--- src/rtl/dmem_pkg.sv ---
// Shared types and default sizing for the data-memory store-buffer subsystem.
// The entry struct is sized from DMEM_N / DMEM_AW, so a top-level override of
// N or AW must be matched here.
package dmem_pkg;

   localparam int DMEM_N      = 64;
   localparam int DMEM_AW     = 6;
   localparam int DMEM_DEPTH  = 4;
   localparam int DMEM_WR_LAT = 2;

   typedef struct packed {
      logic [DMEM_AW-1:0] index;
      logic [DMEM_N-1:0]  data;
   } sb_entry_t;

   typedef enum logic {
      IDLE = 1'b0,
      BUSY = 1'b1
   } commit_state_t;

endpackage

--- src/rtl/sb_fifo.sv ---
// In-order store buffer: circular FIFO of {word index, data} with a per-entry
// valid vector and an associative lookup that reports the youngest matching
// entry. Build macro DMEM_SB_FWD_EN adds the forwarded-data output; without it
// only the hit flag is produced.
module sb_fifo
   import dmem_pkg::*;
#(
   parameter  int DEPTH = DMEM_DEPTH,
   localparam int PW    = $clog2(DEPTH),
   localparam int CNTW  = $clog2(DEPTH) + 1
) (
   input  logic               clk,
   input  logic               reset,
   input  logic               push,
   input  sb_entry_t          push_entry,
   input  logic               pop,
   input  logic [DMEM_AW-1:0] lookup_index,
   output sb_entry_t          head_entry,
   output logic [CNTW-1:0]    count,
   output logic               hit
`ifdef DMEM_SB_FWD_EN
   ,
   output logic [DMEM_N-1:0]  hit_data
`endif
);

   sb_entry_t        mem [DEPTH];
   logic [DEPTH-1:0] valid;
   logic [PW-1:0]    head;
   logic [PW-1:0]    tail;

   // Pointer, count and valid bookkeeping; a push into the slot being popped keeps it valid.
   always_ff @(posedge clk) begin
      if (reset) begin
         head  <= '0;
         tail  <= '0;
         count <= '0;
         valid <= '0;
      end else begin
         if (pop) begin
            head        <= head + PW'(1);
            valid[head] <= 1'b0;
         end
         if (push) begin
            tail        <= tail + PW'(1);
            valid[tail] <= 1'b1;
         end
         count <= count + CNTW'(push) - CNTW'(pop);
      end
   end

   // Entry payload storage; contents are qualified by the valid vector, so no reset is needed.
   always_ff @(posedge clk) begin
      if (push) begin
         mem[tail] <= push_entry;
      end
   end

   assign head_entry = mem[head];

   // Walk oldest to youngest so the last matching entry seen is the youngest one.
   always_comb begin
      logic [PW-1:0] slot;
      slot = '0;
      hit  = 1'b0;
`ifdef DMEM_SB_FWD_EN
      hit_data = '0;
`endif
      for (int k = 0; k < DEPTH; k++) begin
         slot = head + PW'(k);
         if (valid[slot] && (mem[slot].index == lookup_index)) begin
            hit = 1'b1;
`ifdef DMEM_SB_FWD_EN
            hit_data = mem[slot].data;
`endif
         end
      end
   end

endmodule

--- src/rtl/dmem_sb_ctrl.sv ---
// Data-memory subsystem behind the MEM stage: stores are posted into sb_fifo
// and drained by a commit FSM into a slow-write RAM; loads read the RAM
// combinationally. Build macro DMEM_SB_FWD_EN enables store-to-load forwarding;
// without it a load that matches a buffered store stalls until that store commits.
module dmem_sb_ctrl
   import dmem_pkg::*;
#(
   parameter  int N      = DMEM_N,
   parameter  int AW     = DMEM_AW,
   parameter  int DEPTH  = DMEM_DEPTH,
   parameter  int WR_LAT = DMEM_WR_LAT,
   localparam int CNTW   = $clog2(DEPTH) + 1,
   localparam int CW     = (WR_LAT > 1) ? $clog2(WR_LAT) : 1
) (
   input  logic            clk,
   input  logic            reset,
   input  logic            DM_readEnable,
   input  logic            DM_writeEnable,
   input  logic [N-1:0]    DM_addr,
   input  logic [N-1:0]    DM_writeData,
   output logic [N-1:0]    DM_readData,
   output logic            mem_stall,
   output logic [CNTW-1:0] sb_count,
   output logic            sb_empty
);

   commit_state_t state;
   commit_state_t next_state;
   logic [CW-1:0] cnt;
   logic [CW-1:0] next_cnt;
   logic          commit_done;

   logic [N-1:0]  ram [2**AW];

   logic [AW-1:0] word_idx;
   logic          store_ok;
   logic          push;
   logic          hit;
   sb_entry_t     head_entry;
   sb_entry_t     push_entry;
   logic          unused_addr_bits;
`ifdef DMEM_SB_FWD_EN
   logic [N-1:0]  hit_data;
`endif

   assign word_idx         = DM_addr[AW+2:3];
   assign unused_addr_bits = ^{DM_addr[N-1:AW+3], DM_addr[2:0]};

   // A full buffer can still take a store in the cycle its head commit pops.
   assign store_ok   = (sb_count < CNTW'(DEPTH)) || commit_done;
   assign push       = DM_writeEnable && store_ok;
   assign push_entry = '{index: word_idx, data: DM_writeData};
   assign sb_empty   = (sb_count == '0);

   sb_fifo #(
      .DEPTH (DEPTH)
   ) u_fifo (
      .clk          (clk),
      .reset        (reset),
      .push         (push),
      .push_entry   (push_entry),
      .pop          (commit_done),
      .lookup_index (word_idx),
      .head_entry   (head_entry),
      .count        (sb_count),
      .hit          (hit)
`ifdef DMEM_SB_FWD_EN
      ,
      .hit_data     (hit_data)
`endif
   );

   // Commit FSM state and write-latency counter; reset abandons any commit in flight.
   always_ff @(posedge clk) begin
      if (reset) begin
         state <= IDLE;
         cnt   <= '0;
      end else begin
         state <= next_state;
         cnt   <= next_cnt;
      end
   end

   // Start a commit when work is queued and chain straight into the next one if entries remain.
   always_comb begin
      next_state = state;
      next_cnt   = cnt;
      case (state)
         IDLE: begin
            if (sb_count != '0) begin
               next_state = BUSY;
               next_cnt   = CW'(WR_LAT - 1);
            end
         end
         BUSY: begin
            if (cnt != '0) begin
               next_cnt = cnt - CW'(1);
            end else if ((sb_count > CNTW'(1)) || push) begin
               next_cnt = CW'(WR_LAT - 1);
            end else begin
               next_state = IDLE;
            end
         end
         default: begin
            next_state = IDLE;
            next_cnt   = '0;
         end
      endcase
   end

   // The head commit completes on the last cycle of its write latency.
   always_comb begin
      commit_done = (state == BUSY) && (cnt == '0);
   end

   // Backing RAM write port, driven only by a completing commit.
   always_ff @(posedge clk) begin
      if (!reset && commit_done) begin
         ram[head_entry.index] <= head_entry.data;
      end
   end

   // Load data select and stall; a store with both enables set suppresses the load.
   always_comb begin
      DM_readData = '0;
      mem_stall   = 1'b0;
      if (DM_writeEnable) begin
         mem_stall = !store_ok;
      end else if (DM_readEnable) begin
`ifdef DMEM_SB_FWD_EN
         DM_readData = hit ? hit_data : ram[word_idx];
`else
         mem_stall   = hit;
         DM_readData = ram[word_idx];
`endif
      end
   end

endmodule

--- config.mk ---
export PLATFORM = sky130hd
export DESIGN_NAME = dmem_sb_ctrl
export DESIGN_NICKNAME = d
export VERILOG_FILES = /design/src/rtl/dmem_pkg.sv /design/src/rtl/sb_fifo.sv /design/src/rtl/dmem_sb_ctrl.sv
export SDC_FILE = /design/constraint.sdc
export NUM_CORES = 2
export LEC_CHECK = 0
export ABC_CLOCK_PERIOD_IN_PS = 13200
export BUFFER_PORTS_ARGS = -buffer_cell sky130_fd_sc_hd__buf_2
export CAP_MARGIN = 20
export CELL_PAD_IN_SITES_DETAIL_PLACEMENT = 0
export CELL_PAD_IN_SITES_GLOBAL_PLACEMENT = 1
export CORE_MARGIN = 5
export CORE_UTILIZATION = 47
export DETAILED_ROUTE_END_ITERATION = 8
export PLACE_DENSITY_LB_ADDON = 0.15
export SYNTH_ARGS = -nofsm -noshare
export SYNTH_HDL_FRONTEND = slang
export SYNTH_HIERARCHICAL = 1
export SYNTH_MEMORY_MAX_BITS = 65536
export SYNTH_SLANG_ARGS = --single-unit
--- constraint.sdc ---
create_clock -name clk -period 13.2 [get_ports clk]
set_input_delay 2.64 -clock clk [delete_from_list [all_inputs] [get_ports clk]]
set_output_delay 2.64 -clock clk [all_outputs]
set_load 0.005 [all_outputs]
==> flow_summary.yaml <==
status:
  outcome: "finished clean"
sta:
  hold_viol: 0
  relSlewSlack_pct: 19.2
  fin_worst_skew_ns: 0.0793
  max_freq_ghz: 0.109
  fin_ws_ns: 3.99
  holdWs_ns: 0.531
  setup_tns_ns: 0
  rsz0062_at_grt: "no"
  drv_slew: 0
  fin_crit_ns: 9.21
  setup_viol: 0
  tightest_slew_ns: 1.21
  period_share_pct: 69.8
critical_path:
  cp_cell_sequence: "buf_8, buf_12, buf_4, mux4_2, mux2i_1, a211oi_1, o22a_1, buf_2"
  reg2reg_slack_ns: 7.96
  slowest_stage: "buf_4"
  max_stage_delay_ns: 0.85
  crit_path_start_kind: "input port"
  rr_endpoint: "ram[46][41]$_DFFE_PP_"
  required_ns: 10.56
  critPathMaxFanout: 86
  crit_type: "input port to output port"
  cp-end-kind: "output port"
  reg2reg_depth: 6
  worstPathArrival_ns: 6.57
clock_tree:
  ctsResizeCount: 0
  cts_root_buffer: "clkbuf_16"
  ctsHtreeMaxLevel: 5
  cts_setup_buffers: 0
  clkLatencyLatePin_ns: 1.02
  cts_sinks: 4391
  cts_buffers: 451
  cts_tree: "yes"
  clk_path_buf_depth: 4
  hold_buffers: 0
  clkTransAtPathRegs_ns: 0.06
synth:
  synth-main-ff-cell: "edfxtp_1"
  synth_edf_count: 4376
  netlist_area_um2: 167000
  ys_seq_elements: 4391
  async_reset_ff_share_pct: 0
  ys_top_cells_by_count: "edfxtp_1 (4376), mux4_2 (1001), mux2i_1 (324), o22ai_1 (231), buf_2 (169)"
  yosysTopAreaCell: "edfxtp_1"
  postSynthAreaPerCell_um2: 22.8
  ys_seq_area_share_pct: 78.7
  synth_top_area_share_pct: 78.5
  yosys_warnings: 6
  synthDistinctLibCells: 53
  synth_area_leaders: "edfxtp_1 (78%), mux4_2 (13%), mux2i_1 (1.9%)"
  synthCells: 7335
  syn_nets: 7478
  synth.most_common_cell: "edfxtp_1"
floorplanning:
  die_h_um: 607
  rows: 219
  die_width_um: 607
  initial_utilization_pct: 47.1
  core_um2: 355000
  ios: 201
  die_area_um2: 368000
pwr:
  leakagePower_nw: 59.1
  internal-power_mw: 25.1
  p_seq_share_pct: 51.8
  power_switching_mw: 8.34
  ir_worst_vdd_uv: 146
  clkPwrFrac_pct: 36.7
  power.density_nw_per_um2: 177
  power_frac_comb_pct: 11.4
  p_sw_share_pct: 24.9
  p_total_mw: 33.5
min_path:
  hold_class: "flop to flop"
  hp-start: "state$_SDFF_PP0_"
  min_to: "cnt$_SDFFE_PP0P_"
  hold_depth: 2
placed_design:
  place.port_buffers: 142
  dp_hpwl_mm: 264
  dp_cells: 12074
  dp_worst_setup_slack_ns: 3.98
  placed_area_um2: 175000
  gp_congestion: 0.766
routing:
  routed_wl_mm: 492
  dr.first_iter.drc_count: 12511
  num_vias: 82976
  ant_nets: 0
  drc: 0
  vias_per_cell: 6.41
  wl_per_cell_um: 38.0
  drtPass1Iterations: 5
global_routing:
  grt_max_degree: 137
  grt_pass1_vias: 82312
  grt_use_total_pct: 26.5
  grt.overflow.total: 0
  grt_antenna_before_repair: 46
  grt_pass1_wl_mm: 675
finish:
  fillers: 27280
  final_net_count: 7944
  multi_input_area_um2: 34100
  fin_util_pct: 53.3
  final_area_um2: 190000
  fin_cells: 12944
  drive_above_1_share_pct: 27.0
  syn_to_final_growth_pct: 13.2
  ff_latch_area_um2: 132000
flow_run:
  drv_cap: 0
## placed cells by master (no fill, tap or decap), types with 58 or more instances in the layout
master	n
buf_2	137
o21ai_0	76
edfxtp_1	4376
mux2i_1	324
clkinv_2	81
nor2_4	65
buf_4	247
nor3_1	129
a211oi_1	82
clkinv_1	111
clkbuf_16	455
nor2b_1	58
o22ai_1	231
mux4_2	1001
a21oi_1	87
mux2_2	65
clkbuf_1	111
## worst max path at each step
| stage | depth (start not counted) | endpoint | start |
|---|---|---|---|
| global placement | 9 | DM_readData[37] | DM_addr[4] |
| finish | 8 | DM_readData[58] | DM_addr[4] |
| CTS | 9 | DM_readData[39] | DM_addr[4] |
| detailed placement | 9 | DM_readData[39] | DM_addr[4] |
| global route | 8 | DM_readData[38] | DM_addr[3] |
| floorplan | 8 | DM_readData[43] | DM_addr[3] |
## flip-flops by register name (all words and copies together) (netlist names), named ones only
name / count
u_fifo/head: 2
u_fifo/mem: 280
state: 1
u_fifo/tail: 2
ram: 4096
cnt: 1
u_fifo/valid: 4
u_fifo/count: 3
## logic make-up after synthesis
logic type	after synthesis	share of synthesized area, %
flops	4391	78.7
xor+xnor	31	0.162
buf+inv	431	1.36
compound gates	689	2.74
fa+ha+maj	11	0.0867
simple gates	392	1.16
mux	1390	15.8
## area by class of cell
type / instances / area share (%)
timing repair buffer: 434 / 1.86
antenna: 14 / 0.0185
clock buffer: 566 / 6.23
multi-input combinational: 2513 / 18.0
clock inverter: 265 / 1.27
sequential: 4391 / 69.5
tap: 4751 / 3.14
inverter: 10 / 0.0211
## worst max-delay path: cells and delay by family
family                 cells  cell delay (ns)
buffers and inverters      4             1.98
AO/OA/AOI/OAI              2             1.18
multiplexers               2             0.44
## power by group through the flow
stage                     Clock [mW]  Sequential (mW)  Combinational [mW]
after CTS                       12.5             17.4                3.67
after detailed placement           0             17.7                3.67
after global routing            13.1             17.4                4.04
final                           12.3             17.4                3.82
after floorplan                    0             17.6                2.00
after global placement             0             17.7                3.48
## layer usage
metal	GRT usage, %	wire, um
met1	39.3	201000
met2	41.0	231000
met3	5.09	46300
met4	6.77	13600
met5	0	137
Power figures use the tool's default switching activity.
